### src/rtl/imem_port_arbiter.sv
// Instruction-memory port arbiter: the loader owns the port during boot, then fetch has
// priority in run, with a starvation guard that eventually lets the loader through.
module imem_port_arbiter #(
  parameter int unsigned ADDR_W     = 11,
  parameter int unsigned STARVE_MAX = 4
) (
  input  logic              i_clk,
  input  logic              i_rst_n,
  input  logic              i_boot_done,
  input  logic              i_fetch_req,
  input  logic [31:0]       i_fetch_pc,
  output logic              o_fetch_gnt,
  output logic              o_fetch_stall,
  output logic              o_fetch_rvalid,
  input  logic              i_ld_req,
  input  logic [31:0]       i_ld_addr,
  input  logic [31:0]       i_ld_wdata,
  output logic              o_ld_gnt,
  output logic              o_ld_err,
  output logic              o_mem_en,
  output logic              o_mem_we,
  output logic [ADDR_W-1:0] o_mem_addr,
  output logic [31:0]       o_mem_wdata
);

  localparam int unsigned CntW = $clog2(STARVE_MAX + 1);
  localparam logic [CntW-1:0] StarveMax = CntW'(STARVE_MAX);

  typedef enum logic {StBoot, StRun} state_e;

  state_e          state_q, state_d;
  logic [CntW-1:0] starve_q, starve_d;
  logic            rvalid_q, ld_err_q;

  logic [ADDR_W-1:0] fetch_waddr, ld_waddr;
  logic              ld_illegal;

  assign fetch_waddr = i_fetch_pc[ADDR_W+1:2];
  assign ld_waddr    = i_ld_addr[ADDR_W+1:2];
  assign ld_illegal  = (i_ld_addr[1:0] != 2'b00) || (|i_ld_addr[31:ADDR_W+2]);

  // Fetch addresses are aligned and in range by construction; the remaining bits are dropped.
  logic unused_fetch_pc;
  assign unused_fetch_pc = ^{i_fetch_pc[31:ADDR_W+2], i_fetch_pc[1:0]};

  always_comb begin
    state_d       = state_q;
    starve_d      = starve_q;
    o_fetch_gnt   = 1'b0;
    o_ld_gnt      = 1'b0;
    o_fetch_stall = 1'b1;
    o_mem_en      = 1'b0;
    o_mem_we      = 1'b0;
    o_mem_addr    = ld_waddr;
    o_mem_wdata   = i_ld_wdata;

    if (i_rst_n) begin
      unique case (state_q)
        StBoot: begin
          o_ld_gnt = i_ld_req;
          if (i_boot_done) state_d = StRun;
        end
        StRun: begin
          o_ld_gnt      = i_ld_req && (!i_fetch_req || (starve_q == StarveMax));
          o_fetch_gnt   = i_fetch_req && !o_ld_gnt;
          o_fetch_stall = i_fetch_req && !o_fetch_gnt;
          if (o_ld_gnt) begin
            starve_d = '0;
          end else if (i_ld_req && (starve_q != StarveMax)) begin
            starve_d = starve_q + CntW'(1);
          end
        end
        default: state_d = StBoot;
      endcase

      if (o_fetch_gnt) begin
        o_mem_en   = 1'b1;
        o_mem_addr = fetch_waddr;
      end else if (o_ld_gnt && !ld_illegal) begin
        o_mem_en = 1'b1;
        o_mem_we = 1'b1;
      end
    end
  end

  always_ff @(posedge i_clk) begin
    if (!i_rst_n) begin
      state_q  <= StBoot;
      starve_q <= '0;
      rvalid_q <= 1'b0;
      ld_err_q <= 1'b0;
    end else begin
      state_q  <= state_d;
      starve_q <= starve_d;
      rvalid_q <= o_fetch_gnt;
      ld_err_q <= o_ld_gnt && ld_illegal;
    end
  end

  assign o_fetch_rvalid = rvalid_q;
  assign o_ld_err       = ld_err_q;

endmodule

### config.mk
export PLATFORM = sky130hd
export DESIGN_NAME = imem_port_arbiter
export DESIGN_NICKNAME = d
export VERILOG_FILES = /design/src/rtl/imem_port_arbiter.sv
export SDC_FILE = /design/constraint.sdc
export NUM_CORES = 1
export LEC_CHECK = 0
export CELL_PAD_IN_SITES_DETAIL_PLACEMENT = 1
export CELL_PAD_IN_SITES_GLOBAL_PLACEMENT = 2
export CORE_UTILIZATION = 10
export CTS_BUF_LIST = sky130_fd_sc_hd__clkbuf_2
export DETAILED_ROUTE_END_ITERATION = 16
export GPL_TIMING_DRIVEN = 0
export PLACE_DENSITY = 0.95
export SLEW_MARGIN = 20
export SYNTH_ARGS = -nofsm -noshare
export SYNTH_HDL_FRONTEND = slang
export SYNTH_SLANG_ARGS = --single-unit
### constraint.sdc
create_clock -name i_clk -period 2.35 [get_ports i_clk]
set_input_delay 0.705 -clock i_clk [delete_from_list [all_inputs] [get_ports i_clk]]
set_output_delay 0.705 -clock i_clk [all_outputs]
set_load 0.05 [all_outputs]
==> flow_summary_export.csv <==
group,metric,value,unit
sta,setup_viol,14,
sta,period_share,109,%
global_route,grt_pass1_vias,1060,
status,violations,"setup timing",
sta,worst_pin_slew,0.524,ns
yosys,synthFlopType,"dfxtp_1",
worst_hold_path,holdPathEnd,"starve_q[2]",
worst_setup_path,cp.arrival,1.86,ns
cts,clock_sinks,6,
power,ir_worst_vdd,0.106,mV
worst_setup_path,crit-reg2reg-launch,"starve_q[0]",
layout,fin_nets,306,
die,initial_core_util,10.6,%
yosys,avgSynthCellArea,8.79,µm²
sta,rsz0062_at_grt,"true",
yosys,ys_seq_area_share,15.4,%
power,pwr_density_cell,300,mW/mm²
cts,hold_buffers,0,
power,power,639,µW
yosys,synthTopCellsByCount,"buf_4 (32), mux2_4 (7), dfxtp_1 (6), inv_1 (5), nand2_1 (5)",
job,maxCapViolCount,0,
layout,areaGrowthSynthToFinish,172,%
routing,via_per_inst,3.49,
cts,cts_tree,"yes",
cts,clk_path_buf_depth,2,
die,dieArea,0.00818,mm²
worst_setup_path,worstSetupPathType,"input port to output pin",
placement,place_inst,285,
layout,utilization,28.8,%
worst_setup_path,reg2reg_to,"o_fetch_rvalid",
routing,drcViolationCount,0,
cts,cts_root_buffer,"clkbuf_2",
global_route,grt_antenna_before_repair,0,
sta,finalHoldViolCount,0,
yosys,netlist_instances,89,
power,p_leak,0.000949,µW
yosys,yosys_warnings,0,
worst_setup_path,reg2regPathDepth,8,
yosys,yosysUniqueCellTypes,24,
routing,vias,1047,
worst_setup_path,end_kind,"output pin",
worst_hold_path,hold_depth,2,
routing,dr.pass1.iters,2,
layout,antennaDiodeCount,0,
die,die_h,90.4,µm
sta,fin_ws,-0.218,ns
yosys,synth_area_leaders,"buf_4 (31%), dfxtp_1 (15%), mux2_4 (13%)",
placement,io_buffers,97,
cts,clkSlewWorstSetupHoldPaths,0.07,ns
global_route,grtUsageTotal,7.85,%
sta,fmax,389,MHz
worst_setup_path,worstSetupStartpointType,"input port",
layout,layout-drive-gt1-share,55.7,%
layout,instances_no_fill,300,
worst_hold_path,hp-start,"starve_q[2]",
power,clkPwrFrac,12.8,%
power,power_switching,284,µW
placement,hpwl,2660,µm
sta,skew,0.00232,ns
die,core-area,0.00741,mm²
power,p_int,354,µW
yosys,synth_area,782,µm²
die,num_rows,31,
routing,routed_wl,3390,µm
yosys,synth_edf_count,0,
yosys,syn-num-nets,192,
routing,ant_nets,0,
yosys,yosys.area.top_type,"buf_4",
global_route,grt.overflow.total,0,
sta,slew_headroom,64.9,%
cts,cts_made_buffers,3,
sta,period_needed,2.57,ns
power,switching_share,44.5,%
yosys,synth_seq_cells,6,
layout,nFillCells,871,
power,p_comb_share,70.1,%
routing,initialDrtViolationCount,12,
worst_setup_path,r2r_slack,0.89,ns
die,die_w,90.4,µm
worst_setup_path,required,1.64,ns
cts,clk_latency,0.24,ns
yosys,synth_top_area_share,30.7,%
global_route,grt_pass1_wl,5050,µm
status,status,"finished with violations",
layout,design_area,0.00213,mm²
power,p_seq_share,17.0,%
placement,dpl_cell_area,0.00194,mm²
worst_hold_path,min_path_type,"register to register",
yosys,async_flop_share,0,%
die,ioPinCount,151,
cts,cts.htree.levels,1,
routing,routedWlPerCell,11.3,µm
global_route,grt_max_degree,8,
worst_setup_path,crit_fanout,6,
sta,timing.final.max_slew_violations,0,
placement,gp_congestion,0.699,
yosys,synth.most_common_cell,"buf_4",
-- kinds of logic (layout without fill, tap and decap cells) --
logic type | Yosys count | count (layout) | share of synthesized area [%]
compound gates | 12 | 12 | 13.3
mux | 11 | 11 | 19.2
fa+ha+maj | 2 | 2 | 3.20
simple gates | 20 | 20 | 13.3
buf+inv | 38 | 150 | 35.7
flops | 6 | 6 | 15.4
-- routing by layer --
metal  up-vias  global-route usage [%]  wire, µm
met2        72                    15.3      1910
met5         -                       0         0
li1        501                       -         -
met4         0                    4.57        87
met3         6                    2.02       280
met1       468                    7.26      1110
-- power by group through the flow --
stage                     registers [µW]  clock network, µW  logic, µW
after floorplan                      115                  0        248
after global placement               111                  0        425
after detailed placement             111                  0        430
after CTS                            109               85.1        447
after global routing                 110               91.0        466
final                                109               82.0        448
-- registers in the layout, indices dropped and copies added, names as in the netlist --
register        cells
starve_q            3
state_q             1
o_ld_err            1
o_fetch_rvalid      1
-- how the worst max path moves through the flow --
stage	start	end	slack, ns	cells after the start
6_report	i_fetch_req	o_mem_addr[9]	-0.22	6
5_1_grt	starve_q[0]	o_mem_addr[9]	-0.27	7
4_1_cts	i_fetch_req	o_mem_addr[9]	-0.23	6
3_5_place_dp	i_fetch_req	o_mem_addr[9]	-1.30	6
3_3_place_gp	i_fetch_req	o_mem_addr[9]	-1.30	6
2_1_floorplan	i_ld_addr[19]	o_mem_en	-0.09	3
-- layout by cell type, fill, tap and decap left out, drive strengths merged --
| cell type | instances |
|---|---|
| a21bo | 1 |
| a21boi | 3 |
| a21o | 2 |
| a21oi | 1 |
| buf | 72 |
| clkbuf | 6 |
| clkdlybuf4s15 | 5 |
| clkdlybuf4s50 | 57 |
| dfxtp | 6 |
| dlygate4sd2 | 5 |
| ha | 2 |
| inv | 5 |
| mux2 | 11 |
| nand2 | 5 |
| nand3 | 3 |
| nand4 | 2 |
| nor2 | 1 |
| nor3 | 3 |
| nor3b | 1 |
| nor4 | 4 |
| o21a | 2 |
| o21ai | 1 |
| o21ba | 1 |
| o31ai | 1 |
| or3 | 1 |
-- cell type report --
class | count | area (µm²) | share of cell area [%]
inverter | 5 | 18.8 | 0.881
clock buffer | 3 | 15.0 | 0.705
tap | 99 | 124 | 5.81
multi-input combinational | 45 | 484 | 22.7
buffer | 33 | 260 | 12.2
sequential | 6 | 123 | 5.75
timing repair buffer | 109 | 1110 | 51.9
-- critical path, cell delays in order --
cell and delay [ns]:
buf_8 0.08, a21bo_4 0.22, a21o_4 0.24, buf_12 0.15
mux2_4 0.30, buf_8 0.15
-- stage by stage --
step | worst slack, ns | TNS (ns) | hold WS [ns]
floorplan | -0.0929 | -0.220 | 0.458
global placement | -1.30 | -18.71 | 0.474
detailed placement | -1.30 | -18.76 | 0.492
CTS | -0.234 | -2.51 | 0.537
global route | -0.272 | -3.15 | 0.611
finish | -0.218 | -2.38 | 0.558
-- timing repair --
action / in CTS / in global routing
resized for setup: 197 / 16
setup endpoints to repair: 16 / 16
buffers inserted: 9 / 2
pin swaps: 14 / 9
gates cloned: 1 / 0
No activity file was read; power rests on OpenSTA's default activity.
